### src/rtl/fft_pkg.sv
// Shared types and helpers for the radix-2 FFT butterfly issue logic.
// Complex words are packed {re, im}, each component signed.
package fft_pkg;

  typedef enum logic [1:0] {
    FILL,
    ISSUE,
    DRAIN
  } state_t;

  localparam int DEF_X_WDTH = 16;
  localparam int DEF_CPLX_W = 2 * DEF_X_WDTH;

  function automatic int cplx_width(input int x_wdth);
    return 2 * x_wdth;
  endfunction

  function automatic logic [DEF_CPLX_W-1:0] cplx_pack(input logic [DEF_X_WDTH-1:0] re,
                                                       input logic [DEF_X_WDTH-1:0] im);
    return {re, im};
  endfunction

  function automatic logic [DEF_X_WDTH-1:0] cplx_re(input logic [DEF_CPLX_W-1:0] word);
    return word[DEF_CPLX_W-1:DEF_X_WDTH];
  endfunction

  function automatic logic [DEF_X_WDTH-1:0] cplx_im(input logic [DEF_CPLX_W-1:0] word);
    return word[DEF_X_WDTH-1:0];
  endfunction

endpackage

### src/rtl/fft_frame_buf.sv
// One-frame sample store: single write port, two async read ports that
// return the butterfly pair x[j] and x[j+N/2] for a given pair index j.
module fft_frame_buf #(
  parameter int LOG_N = 3,
  parameter int WDTH  = 32
) (
  input  logic             clk,
  input  logic             wr_en,
  input  logic [LOG_N-1:0] wr_addr,
  input  logic [WDTH-1:0]  wr_data,
  input  logic [LOG_N-2:0] rd_addr,
  output logic [WDTH-1:0]  rd_a,
  output logic [WDTH-1:0]  rd_b
);

  logic [WDTH-1:0] mem [1 << LOG_N];

  always_ff @(posedge clk) begin
    if (wr_en) mem[wr_addr] <= wr_data;
  end

  // The top address bit selects the lower or upper half of the frame.
  assign rd_a = mem[{1'b0, rd_addr}];
  assign rd_b = mem[{1'b1, rd_addr}];

endmodule

### src/rtl/fft_bf_driver.sv
// Issue-side controller for the radix-2 butterfly: fills a frame, issues
// N/2 operations at most every other cycle, then waits for all completions.
module fft_bf_driver
  import fft_pkg::*;
#(
  parameter int LOG_N  = 3,
  parameter int X_WDTH = 16,
  parameter int M_WDTH = LOG_N - 1
) (
  input  logic                  clk,
  input  logic                  rst_n,
  input  logic [2*X_WDTH-1:0]   in_data,
  input  logic                  in_nd,
  output logic                  in_ready,
  output logic [LOG_N-2:0]      tw_addr,
  input  logic [2*X_WDTH-1:0]   tw_data,
  output logic [2*X_WDTH-1:0]   bf_xa,
  output logic [2*X_WDTH-1:0]   bf_xb,
  output logic [2*X_WDTH-1:0]   bf_w,
  output logic [M_WDTH-1:0]     bf_m_in,
  output logic                  bf_x_nd,
  input  logic                  bf_y_nd,
  output logic                  busy,
  output logic                  done,
  output logic                  err
);

  localparam int N    = 1 << LOG_N;
  localparam int HALF = N / 2;
  localparam int CW   = cplx_width(X_WDTH);

  localparam logic [LOG_N-1:0] LAST_WR  = LOG_N'(N - 1);
  localparam logic [LOG_N-1:0] ALL_BACK = LOG_N'(HALF);
  localparam logic [LOG_N-2:0] LAST_J   = (LOG_N-1)'(HALF - 1);

  state_t state, state_nxt;

  logic [LOG_N-1:0] wr_ptr;
  logic [LOG_N-1:0] cmp_cnt;
  logic [LOG_N-2:0] j;
  logic             phase;
  logic             accept;
  logic             load;
  logic             last_pair;
  logic             drain_done;
  logic [CW-1:0]    rd_a;
  logic [CW-1:0]    rd_b;

  // Gating with rst_n keeps every output low while reset is held.
  assign in_ready   = rst_n && (state == FILL);
  assign accept     = in_nd && in_ready;
  assign load       = (state == ISSUE) && !phase;
  assign last_pair  = (state == ISSUE) && phase && (j == LAST_J);
  assign drain_done = (state == DRAIN) && (cmp_cnt == ALL_BACK);
  assign busy       = (state == ISSUE) || (state == DRAIN);
  assign tw_addr    = j;

  fft_frame_buf #(
    .LOG_N (LOG_N),
    .WDTH  (CW)
  ) frame_buf (
    .clk     (clk),
    .wr_en   (accept),
    .wr_addr (wr_ptr),
    .wr_data (in_data),
    .rd_addr (j),
    .rd_a    (rd_a),
    .rd_b    (rd_b)
  );

  always_ff @(posedge clk or negedge rst_n) begin
    if (!rst_n) state <= FILL;
    else        state <= state_nxt;
  end

  always_comb begin
    state_nxt = state;
    case (state)
      FILL:    if (accept && (wr_ptr == LAST_WR)) state_nxt = ISSUE;
      ISSUE:   if (last_pair) state_nxt = DRAIN;
      DRAIN:   if (drain_done) state_nxt = FILL;
      default: state_nxt = FILL;
    endcase
  end

  // Pointers wrap naturally because N and N/2 are powers of two.
  always_ff @(posedge clk or negedge rst_n) begin
    if (!rst_n) begin
      wr_ptr  <= '0;
      j       <= '0;
      phase   <= 1'b0;
      cmp_cnt <= '0;
      done    <= 1'b0;
      err     <= 1'b0;
    end else begin
      if (accept) wr_ptr <= wr_ptr + LOG_N'(1);
      phase <= (state == ISSUE) ? ~phase : 1'b0;
      if ((state == ISSUE) && phase) j <= j + (LOG_N-1)'(1);
      if (drain_done) cmp_cnt <= '0;
      else if (bf_y_nd && (state != FILL)) cmp_cnt <= cmp_cnt + LOG_N'(1);
      done <= drain_done;
      if ((in_nd && !in_ready) || (bf_y_nd && (state == FILL))) err <= 1'b1;
    end
  end

  always_ff @(posedge clk or negedge rst_n) begin
    if (!rst_n) begin
      bf_x_nd <= 1'b0;
      bf_xa   <= '0;
      bf_xb   <= '0;
      bf_w    <= '0;
      bf_m_in <= '0;
    end else begin
      bf_x_nd <= load;
      if (load) begin
        bf_xa   <= rd_a;
        bf_xb   <= rd_b;
        bf_w    <= tw_data;
        bf_m_in <= M_WDTH'(j);
      end
    end
  end

endmodule
### config.mk
export PLATFORM = sky130hd
export DESIGN_NAME = fft_bf_driver
export DESIGN_NICKNAME = d
export VERILOG_FILES = /design/src/rtl/fft_pkg.sv /design/src/rtl/fft_frame_buf.sv /design/src/rtl/fft_bf_driver.sv
export SDC_FILE = /design/constraint.sdc
export NUM_CORES = 1
export LEC_CHECK = 0
export CAP_MARGIN = 15
export CORE_MARGIN = 3
export CORE_UTILIZATION = 45
export DETAILED_ROUTE_END_ITERATION = 10
export PLACE_DENSITY = 0.67
export RECOVER_POWER = 100
export SLEW_MARGIN = 0
export SYNTH_ARGS = -nofsm -noshare
export SYNTH_HDL_FRONTEND = slang
export SYNTH_SLANG_ARGS = --single-unit
export TNS_END_PERCENT = 1
### constraint.sdc
create_clock -name clk -period 4.85 [get_ports clk]
set_input_delay 0.97 -clock clk [delete_from_list [all_inputs] [get_ports clk]]
set_output_delay 0.97 -clock clk [all_outputs]
set_load 0.05 [all_outputs]
Word-level counts from Yosys, hierarchy flattened. Memories as Yosys holds them, arrays and structs flattened. A register that Yosys moved wholly into a read port is not among the register bits. Index checks and enable logic that the tools add are counted.

$add $sub $neg: 3. Eq/ne operators: 8. Mux-type cells: 9. Bitwise gates (word level): 1. Reductions and logical operators: 20.

Operator list (number): $logic_and A1 B1 Y1 (10); $add A3 B1 Y3 const B (2); $eq A3 B3 Y1 const B (2); $mux W2 (3); $mux W3 (2); $pmux W2 S3 (1); $eq A2 B2 Y1 const B (2); $logic_not A1 Y1 (4); $ne A2 B2 Y1 const B (2); $reduce_bool A2 Y1 (2); $mux W1 (3); $reduce_and A3 Y1 (1); $add A2 B1 Y2 const B (1); $eq A2 B1 Y1 const B (1); $logic_not A2 Y1 (1); $logic_or A1 B1 Y1 (2); $ne A2 B1 Y1 const B (1); $not A1 Y1 (1).

Register bits: 48. RAM bits: 256. Bits of input ports: 68. Output and inout port bits: 105. Logic and storage cells: 52. Memories kept: 1.

Memory list: frame_buf.mem (words 8, width 32, read ports 2, clocked after Yosys merged registers in 2, wr ports 1, line fft_frame_buf.sv:16) `logic [WDTH-1:0] mem [1 << LOG_N];`.

Longest topological paths before layout. Gate-level depths: netlist (run 1).

Depth after elaboration: 6. Mapped depth: 7. Depth with buffers taken out: 5.

By module. Synthesis (run 1) repeated with hierarchy kept, for this count alone.

Cell total of the unflattened synthesis: 605. Area, all modules: 13736.9 um2.

By module, submodules not included: fft_frame_buf (instances 1, cells each 342, area each 9387.8 um2, seq. area each 7687.4 um2); fft_bf_driver (instances 1, cells each 263, area each 4349.2 um2, seq. area each 2777.7 um2).

Least setup slack after synthesis (run 1). No wires, ideal clock.

Path type: input port to flip-flop. Start point: in rst_n. End point: mem frame_buf.mem[1][0], enable pin. Library setup time: 461 ps. Arrival time: 3874 ps. Required time: 4389 ps. Path slack: 515 ps. Stages: 3. Buffers on the path: 0. Cells stage by stage: and2_1 -> nand3_1 -> nor3_1.

Longest elaborated chain between the ends: 4.

Ends and longest elaborated chain: start, declared (line fft_bf_driver.sv:11) `input logic rst_n,`; $logic_and A1 B1 Y1 (line fft_bf_driver.sv:50) `assign in_ready = rst_n && (state == FILL);`; $logic_and A1 B1 Y1 (line fft_bf_driver.sv:51) `assign accept = in_nd && in_ready;`; $mux W1 (line fft_frame_buf.sv:19) `if (wr_en) mem[wr_addr] <= wr_data;`; $mux W1 (implied by the code) (line fft_frame_buf.sv:19); end, declared (line fft_frame_buf.sv:16).

No other way between the ends.

Worst setup path after layout (run 1).
Start point: in rst_n. End point: out in_ready.

Longest elaborated chain between the ends: 1.

Ends and longest elaborated chain: $logic_and A1 B1 Y1 (line fft_bf_driver.sv:50); end, declared (line fft_bf_driver.sv:14) `output logic in_ready,`.

No other way between the ends.

==> results.yml, run 1 <==
status:
  outcome: "finished with violations"
  violations: "max-capacitance violations, max-slew violations"
clock_tree:
  htree_levels: 2
  cts.repair.resized: 0
  cts_root_buffer: "clkbuf_16"
  cts-buffers-inserted: 37
  cts_num_sinks: 367
  holdBufCountCts: 0
  cts_tree: "done"
  cts_setup_buffers: 0
  clk_latency_ns: 0.51
  clk_pin_slew_ns: 0.05
  clock_path_buffers: 3
power:
  powerDensity_nw_per_um2: 682
  p_int_mw: 7.40
  clockPowerShare_pct: 24.0
  power_frac_seq_pct: 37.3
  finalPower_mw: 11.5
  power_frac_comb_pct: 38.7
  p_leak_nw: 5.92
  ir_worst_vdd_v: 0.000402
  switchingPower_mw: 4.12
  switching_share_pct: 35.8
setup_path:
  crit_chain: "clkbuf_1 > and2_0 > dlygate4sd3_1"
  cp_num_buf_inv: 2
  startpoint_type: "primary input"
  critical_path_class: "in -> out"
  end_kind: "primary output"
  crit_fanout: 17
  max_stage_delay_ns: 0.89
  critPathTopFamily: "buffers and inverters"
  crit_arrival_ns: 2.95
  slowest_stage: "dlygate4sd3_1"
  worstPathRequired_ns: 3.88
logic_synthesis:
  yosys_warnings: 0
  synthSimpleGateAreaFrac_pct: 0.951
  muxShareOfSynthArea_pct: 19.2
  synth_fa_ha_area_share_pct: 0.923
  synth_top_family_by_area: "multiplexers"
  synth_top_area_cell: "edfxtp_1"
  ys_ff_latch: 367
  yosys.area.top_type_share_pct: 56.7
  synth_compound_area_share_pct: 0.240
  synth_cell_type_count: 27
  seq_area_frac_synth_pct: 77.2
  synth_xor_area_share_pct: 0.194
  ys_top_cells_by_area: "edfxtp_1, dfrtp_1, mux4_2, mux2_2, ha_1"
  avgSynthCellArea_um2: 22.2
  netlist_instances: 610
  synthesis.area_um2: 13600
  syn_nets: 688
global_routing:
  grt_pass1_wl_um: 40700
  grt.total_usage_pct: 16.0
  antenna_found_initial: 4
  grt_overflow: 0
  grt_pass1_vias: 6903
  grt_max_degree: 77
cells_and_area:
  final_area_um2: 16900
  multi_input_area_um2: 2940
  fin_nets: 882
  layout_commonest_cell: "edfxtp_1"
  ff_latch_area_um2: 10500
  fin_cells: 1216
  fill_cells: 2150
  antennaDiodeCount: 0
  layout-drive-gt1-share_pct: 28.0
  area_growth_pct: 24.7
  layout_common_cells: "edfxtp_1, dlygate4sd3_1, dfrtp_1, mux2_2, mux4_2"
  post-route-util_pct: 58.0
placement:
  placed_area_um2: 15700
  portBuffers: 172
  dp_slack_ns: 1.41
  dp_hpwl_um: 16200
  gp_congestion: 0.747
  dp_cells: 1149
routing:
  drt_pass1_iterations: 4
  num_vias: 6383
  via_per_inst: 5.25
  antenna_left: 0
  wire_per_inst_um: 21.2
  totalWireLength_um: 25800
  drc_errors: 0
  drt_iter0_drc: 370
timing:
  grt_setup_unrepaired: "false"
  worst_slack_ns: 0.930
  timing.final.crit_share_pct: 80.8
  hold_viol: 0
  period_needed_ns: 3.92
  slew_headroom_pct: -41.5
  finalClockSkew_ns: 0.0156
  final_max_slew_viol_count: 191
  setup-violations-final: 0
  holdWs_ns: 0.499
  max_freq_mhz: 255
  worstMarginPinSlew_ns: 2.12
  setup-tns-final_ns: 0
floorplan:
  design.die.area_um2: 32200
  start_util_pct: 46.5
  core-area_um2: 29200
  die_h_um: 180
  row_count: 62
  die_w_um: 180
  io_pins: 173
flow_run:
  cap_violations: 5
min_path:
  hp-class: "reg -> reg"
==> registers in the layout, indices dropped and copies added (netlist names) <==
name,cells
bf_m_in,2
bf_w,32
bf_x_nd,1
bf_xa,32
bf_xb,32
cmp_cnt,3
done,1
err,1
frame_buf.mem,256
state,2
tw_addr,2
wr_ptr,3
==> worst reg2reg max path: cells and delay by family, from the launching register on <==
kind | cells | cell delay (ns)
multiplexers | 1 | 0.47
flip-flops | 1 | 0.40
AND/OR/NAND/NOR | 1 | 1.60
buffers and inverters | 2 | 0.57
adder cells (fa/ha/maj) | 1 | 0.20
==> routing by layer <==
metal	GRT usage, %	part of all wire, %	vias up
li1	-	-	2815
met1	22.3	44	3337
met2	25.9	48	186
met3	4.28	6.0	39
met4	3.50	1.6	6
met5	0	0.12	-
==> cells in the mapped netlist <==
cell type and number:
or2_2 1, dfrtp_1 111, o31ai_1 1, mux4_2 64
xor2_1 1, buf_4 1, o21ai_0 2, nand3b_1 1
and3_1 1, a21oi_1 1, nand3_1 3, mux2_2 103
buf_1 1, nor2b_1 2, and2_1 1, edfxtp_1 256
buf_6 5, ha_1 10, nand2_1 6, nor2_1 8
clkbuf_1 2, inv_1 5, buf_2 17, a222oi_1 1
nand2b_1 2, nor3_1 2, xnor2_1 2
==> layout make-up <==
cell class	instances	share of cell area [%]
clock buffers	60	6.77
flip-flops and latches	367	61.9
inverters	5	0.111
multi-input cells	212	17.4
repair buffers	181	10.5
clock inverters	7	0.407
well taps	384	2.84
==> path summary, 6_finish.rpt <==
kind,cells past startpoint,end,slack [ns],from
worst min-delay path,1,bf_w[13],0.50,bf_w[13]
worst max register to register,5,bf_xb[16],1.50,state[1]
worst max-delay path,3,in_ready,0.93,rst_n
worst min register to register,1,bf_w[13],0.50,bf_w[13]
min in group asynchronous,1,wr_ptr[0],0.66,rst_n
max in group asynchronous,3,bf_xb[31],1.64,rst_n
==> power groups by stage <==
stage | sequential (mW) | clock, mW | combinational [mW]
after floorplan | 5.79 | 0 | 1.78
after global routing | 4.38 | 2.96 | 4.70
final | 4.30 | 2.76 | 4.46
after CTS | 4.34 | 2.84 | 4.69
after global placement | 4.35 | 0 | 4.61
after detailed placement | 4.39 | 0 | 4.67
==> cells by family (layout without fill, tap and decap cells) <==
kind of cell             after synthesis  in the layout
AO/OA/AOI/OAI                          5              5
XOR/XNOR                               3              3
adder cells (fa/ha/maj)               10             10
buffers and inverters                 31            253
flip-flops                           367            367
multiplexers                         167            167
AND/OR/NAND/NOR                       27             27
(Power assumes the default switching activity.)
==> inputs of run 2 (changes only) <==
PLACE_DENSITY = 0.7   (was 0.67)
clock period = 3.24 ns   (was 4.85 ns; I/O delays follow)
==> run 2 against run 1 <==
  * The run now ends clean
  * Final area grew 1.0%
  * Worst hold slack lost 0.13 ns
  * Critical path type is now reg -> reg
  * Worst setup slack lost 0.54 ns
  * Global-route usage grew 0.36 points
  * First-iteration DRC count grew 28%
  * Critical path depth grew 3
  * Largest cell class unchanged
  * Total power grew 52%
==> results.yml, run 2 (synthesized netlist as in run 1, its figures left out) <==
status:
  outcome: "completed"
timing:
  finalClockSkew_ns: 0.0119
  timing.final.crit_share_pct: 88.1
  setup-violations-final: 0
  grt_setup_unrepaired: "false"
  setup-tns-final_ns: 0
  worstMarginPinSlew_ns: 1.33
  worst_slack_ns: 0.386
  hold_viol: 0
  period_needed_ns: 2.85
  slew_headroom_pct: 11.3
  final_max_slew_viol_count: 0
  max_freq_mhz: 350
  holdWs_ns: 0.365
setup_path:
  r2r_start: "state[0]"
  worstSetupStartpoint: "state[0]"
  crit_arrival_ns: 2.98
  end_kind: "flop"
  r2r_cells: 6
  reg2reg_slack_ns: 0.39
  r2r-end: "frame_buf.mem[4][30]"
  max_stage_delay_ns: 0.83
  crit_fanout: 32
  critical_path_class: "reg -> reg"
  slowest_stage: "clkbuf_2"
  worstPathRequired_ns: 3.36
  crit_chain: "inv_1 > ha_1 > nand3_1 > or2_0 > nor2_4 > clkbuf_2"
  crit_cells: 6
  cp_num_buf_inv: 2
  critPathTopFamily: "buffers and inverters"
  startpoint_type: "flop"
global_routing:
  grt_max_degree: 76
  use_met2_pct: 27.6
  grt.total_usage_pct: 16.4
  grt_pass1_wl_um: 41700
  grt_pass1_vias: 7130
  use_met1_pct: 21.9
  use_met3_pct: 3.50
  grt.busiest_layer: "met2"
  grt_overflow: 0
  antenna_found_initial: 0
power:
  p_leak_nw: 6.01
  power_frac_seq_pct: 36.7
  switching_share_pct: 35.8
  switchingPower_mw: 6.27
  clockPowerShare_pct: 24.8
  power_frac_comb_pct: 38.5
  powerDensity_nw_per_um2: 1030
  ir_worst_vdd_v: 0.000683
  p_int_mw: 11.3
cells_and_area:
  largest_register: "frame_buf.mem"
  layout_commonest_cell: "edfxtp_1"
  area_growth_pct: 26.0
  layout-drive-gt1-share_pct: 29.7
  largest_reg_flops: 256
  antennaDiodeCount: 0
  fill_cells: 2161
  layout_common_cells: "edfxtp_1, dlygate4sd3_1, dfrtp_1, mux2_2, mux4_2"
  fin_cells: 1226
  fin_nets: 891
clock_tree:
  cts_root_buffer: "clkbuf_16"
  cts_num_sinks: 367
  cts_tree: "done"
  clk_latency_ns: 0.51
  cts_setup_buffers: 0
  cts.repair.resized: 0
  holdBufCountCts: 0
  htree_levels: 2
  clk_pin_slew_ns: 0.06
  cts-buffers-inserted: 38
  clock_path_buffers: 3
routing:
  drt_iter0_drc: 474
  antenna_left: 0
  totalWireLength_um: 26100
  wire_per_inst_um: 21.3
  num_vias: 6462
  drc_errors: 0
  drt_pass1_iterations: 5
  via_per_inst: 5.27
floorplan:
  design.die.area_um2: 32200
  io_pins: 173
  die_h_um: 180
  die_w_um: 180
  start_util_pct: 46.5
  row_count: 62
  core-area_um2: 29200
placement:
  gp_congestion: 0.746
  portBuffers: 172
  dp_cells: 1157
  dp_hpwl_um: 16700
  dp_slack_ns: 0.629
min_path:
  hp-class: "in -> async"
flow_run:
  cap_violations: 0
==> run 2: cell count changes in the layout (fill, tap and decap cells not counted), moves of 3 or more <==
cell / delta
buf_12: +4
bufinv_16: +3
clkbuf_1: -5
clkbuf_2: +5
clkbuf_8: -4
clkinv_2: +3
inv_6: +3
==> run 2: worst max-delay path by stage <==
stage / to / slack (ns)
final: frame_buf.mem[4][30] / 0.39
after global routing: frame_buf.mem[6][13] / 0.24
after CTS: tw_addr[1] / 0.44
after detailed placement: frame_buf.mem[3][19] / 0.63
after global placement: frame_buf.mem[3][30] / 0.63
after floorplan: frame_buf.mem[0][0] / -0.61
==> run 2: power groups by stage <==
stage / Clock (mW) / Sequential (mW) / Combinational, mW
2_1_floorplan: 0 / 8.67 / 2.67
3_3_place_gp: 0 / 6.50 / 7.00
3_5_place_dp: 0 / 6.57 / 7.11
4_1_cts: 4.47 / 6.49 / 7.14
5_1_grt: 4.69 / 6.54 / 7.10
6_report: 4.34 / 6.43 / 6.74
==> run 2: layout make-up <==
class / count / area (um2) / share of cell area [%]
flip-flops and latches: 367 / 10500 / 61.3
multi-input cells: 212 / 2960 / 17.3
repair buffers: 189 / 1870 / 11.0
clock buffers: 51 / 1070 / 6.27
well taps: 384 / 480 / 2.81
clock inverters: 18 / 200 / 1.17
inverters: 5 / 18.8 / 0.110
==> run 2: stage by stage <==
step | instance area, um2 | util [%] | power [mW]
after global placement | 15900 | 54.6 | 13.5
after global routing | 17100 | 58.6 | 18.3
after CTS | 17200 | 58.9 | 18.1
after detailed placement | 15900 | 54.6 | 13.7
after floorplan | 13600 | - | 11.3
final | 17100 | 58.6 | 17.5
==> run 2: routing by layer <==
layer	share of wire (%)	vias up	wire length [um]
met3	5.5	44	1430
met2	51	214	13200
met1	42	3356	10900
li1	-	2848	-
met4	2.3	0	592
met5	0	-	0
==> inputs of run 3 (changes only) <==
CORE_UTILIZATION = 50   (was 45)
PLACE_DENSITY = 0.76   (was 0.7)
==> run 3 against run 2 <==
  * Flip-flop and latch count is the same
  * Clock power is 4% higher
  * Clock-buffer cell count down 2
  * Via count rose by 1.8%
  * Combinational power down 1%
  * Worst hold slack gained 0.13 ns
  * Cell count decreased by 3.9%
  * Non-clock buffer count grew 2
  * The run now ends with max-capacitance violations, max-slew violations left
  * Fmax down 0.88%
  * Die area is 9.7% lower
  * Routed wire length grew 1.3%
==> results.yml, run 3 (synthesized netlist as in run 1, its figures left out) <==
status:
  outcome: "finished with violations"
  violations: "max-capacitance violations, max-slew violations"
floorplan:
  die_h_um: 171
  start_util_pct: 51.4
  die_w_um: 171
  row_count: 59
  io_pins: 173
  design.die.area_um2: 29100
  core-area_um2: 26400
cells_and_area:
  layout-drive-gt1-share_pct: 29.5
  largest_reg_flops: 256
  fin_cells: 1178
  layout_common_cells: "edfxtp_1, dlygate4sd3_1, dfrtp_1, mux2_2, mux4_2"
  antennaDiodeCount: 0
  layout_commonest_cell: "edfxtp_1"
  largest_register: "frame_buf.mem"
  area_growth_pct: 25.6
  fin_nets: 892
  fill_cells: 1722
  final_area_um2: 17000
global_routing:
  grt_pass1_wl_um: 41500
  grt_pass1_vias: 7138
  grt_overflow: 0
  grt.total_usage_pct: 18.7
  grt_max_degree: 76
  antenna_found_initial: 1
timing:
  setup-tns-final_ns: 0
  period_needed_ns: 2.88
  max_freq_mhz: 347
  finalClockSkew_ns: 0.0135
  hold_viol: 0
  slew_headroom_pct: -8.25
  timing.final.crit_share_pct: 88.9
  grt_setup_unrepaired: "false"
  setup-violations-final: 0
  worstMarginPinSlew_ns: 1.62
  final_max_slew_viol_count: 66
  worst_slack_ns: 0.361
power:
  power_frac_seq_pct: 36.5
  finalPower_mw: 17.6
  p_leak_nw: 6.02
  switching_share_pct: 35.5
  p_int_mw: 11.4
  power_frac_comb_pct: 37.9
  switchingPower_mw: 6.25
  clockPowerShare_pct: 25.6
  powerDensity_nw_per_um2: 1030
  ir_worst_vdd_v: 0.000754
setup_path:
  crit_chain: "dlygate4sd3_1 > clkbuf_1 > nand3_1 > or2_0 > nor2_4 > clkbuf_2"
  r2r_cells: 5
  worstSetupStartpoint: "rst_n"
  crit_arrival_ns: 3.01
  cp-endpoint: "frame_buf.mem[2][26]"
  worstPathRequired_ns: 3.37
  r2r-end: "bf_w[31]"
  critical_path_class: "in -> reg"
  r2r_start: "state[1]"
  startpoint_type: "primary input"
  critPathTopFamily: "buffers and inverters"
  slowest_stage: "clkbuf_2"
  cp_num_buf_inv: 3
  crit_cells: 6
  max_stage_delay_ns: 0.71
  end_kind: "flop"
  reg2reg_slack_ns: 0.49
  crit_fanout: 32
clock_tree:
  clock_path_buffers: 3
  clk_latency_ns: 0.52
  cts_setup_buffers: 0
  cts_tree: "done"
  holdBufCountCts: 1
  cts_num_sinks: 367
  cts-buffers-inserted: 37
  cts_root_buffer: "clkbuf_16"
  cts.repair.resized: 0
  htree_levels: 2
  clk_pin_slew_ns: 0.06
min_path:
  hp-class: "reg -> reg"
routing:
  num_vias: 6576
  drt_pass1_iterations: 5
  via_per_inst: 5.58
  totalWireLength_um: 26500
  antenna_left: 0
  wire_per_inst_um: 22.5
  drt_iter0_drc: 524
  drc_errors: 0
placement:
  dp_slack_ns: 0.484
  placed_area_um2: 15800
  dp_cells: 1109
  dp_hpwl_um: 16400
  gp_congestion: 0.749
  portBuffers: 172
flow_run:
  cap_violations: 1
-- run 3: cell types whose count changed in the layout (fill, tap and decap cells not counted), sizes merged --
cell,delta
clkinv,-1
buf,-2
bufinv,+3
dlygate4sd3,+1
inv,-2
clkinvlp,+1
clkbuf,+1
-- run 3: area by class of cell --
type                            count  area, um2  area share (%)
Multi-Input combinational cell    212       2980            17.5
Inverter                            5       18.8           0.110
Tap cell                          335        419            2.46
Sequential cell                   367      10500            61.5
Clock inverter                     19        275            1.62
Timing Repair Buffer              191       1830            10.8
Clock buffer                       49       1030            6.07
-- run 3: worst reg2reg max path, stage by stage, from the launching register on --
cell and delay (ns):
dfrtp_1 0.41, inv_1 0.14, ha_1 0.21, nor2b_1 0.18, clkbuf_2 1.17, mux2_2 0.52
-- run 3: how the worst min path moves through the flow --
stage               startpoint    endpoint  slack [ns]  cells past startpoint
floorplan                rst_n  bf_m_in[0]        0.35                      0
global placement         rst_n    state[0]        0.43                      1
detailed placement       rst_n    state[0]        0.43                      1
CTS                      rst_n    state[0]        0.51                      2
global route         bf_xb[25]   bf_xb[25]        0.52                      1
finish                 bf_w[8]     bf_w[8]        0.50                      1
-- run 3: power groups by stage --
stage          combinational [mW]  clock, mW  sequential (mW)
2_1_floorplan                2.67          0             8.67
3_3_place_gp                 6.87          0             6.50
3_5_place_dp                 6.99          0             6.57
4_1_cts                      7.05       4.61             6.48
5_1_grt                      7.06       4.79             6.55
6_report                     6.67       4.51             6.43
-- run 3: per-layer routing --
layer / global-route usage [%] / share of wire [%] / vias to the layer above
li1: - / - / 2840
met4: 5.11 / 1.8 / 2
met1: 24.8 / 39 / 3431
met5: 0 / 0.026 / -
met3: 3.63 / 6.7 / 40
met2: 32.0 / 52 / 263
-- run 3: through the flow --
stage	utilization [%]	hold slack [ns]
after floorplan	-	0.352
after CTS	64.9	0.507
after global routing	64.6	0.515
after detailed placement	59.9	0.432
final	64.6	0.497
after global placement	59.9	0.431
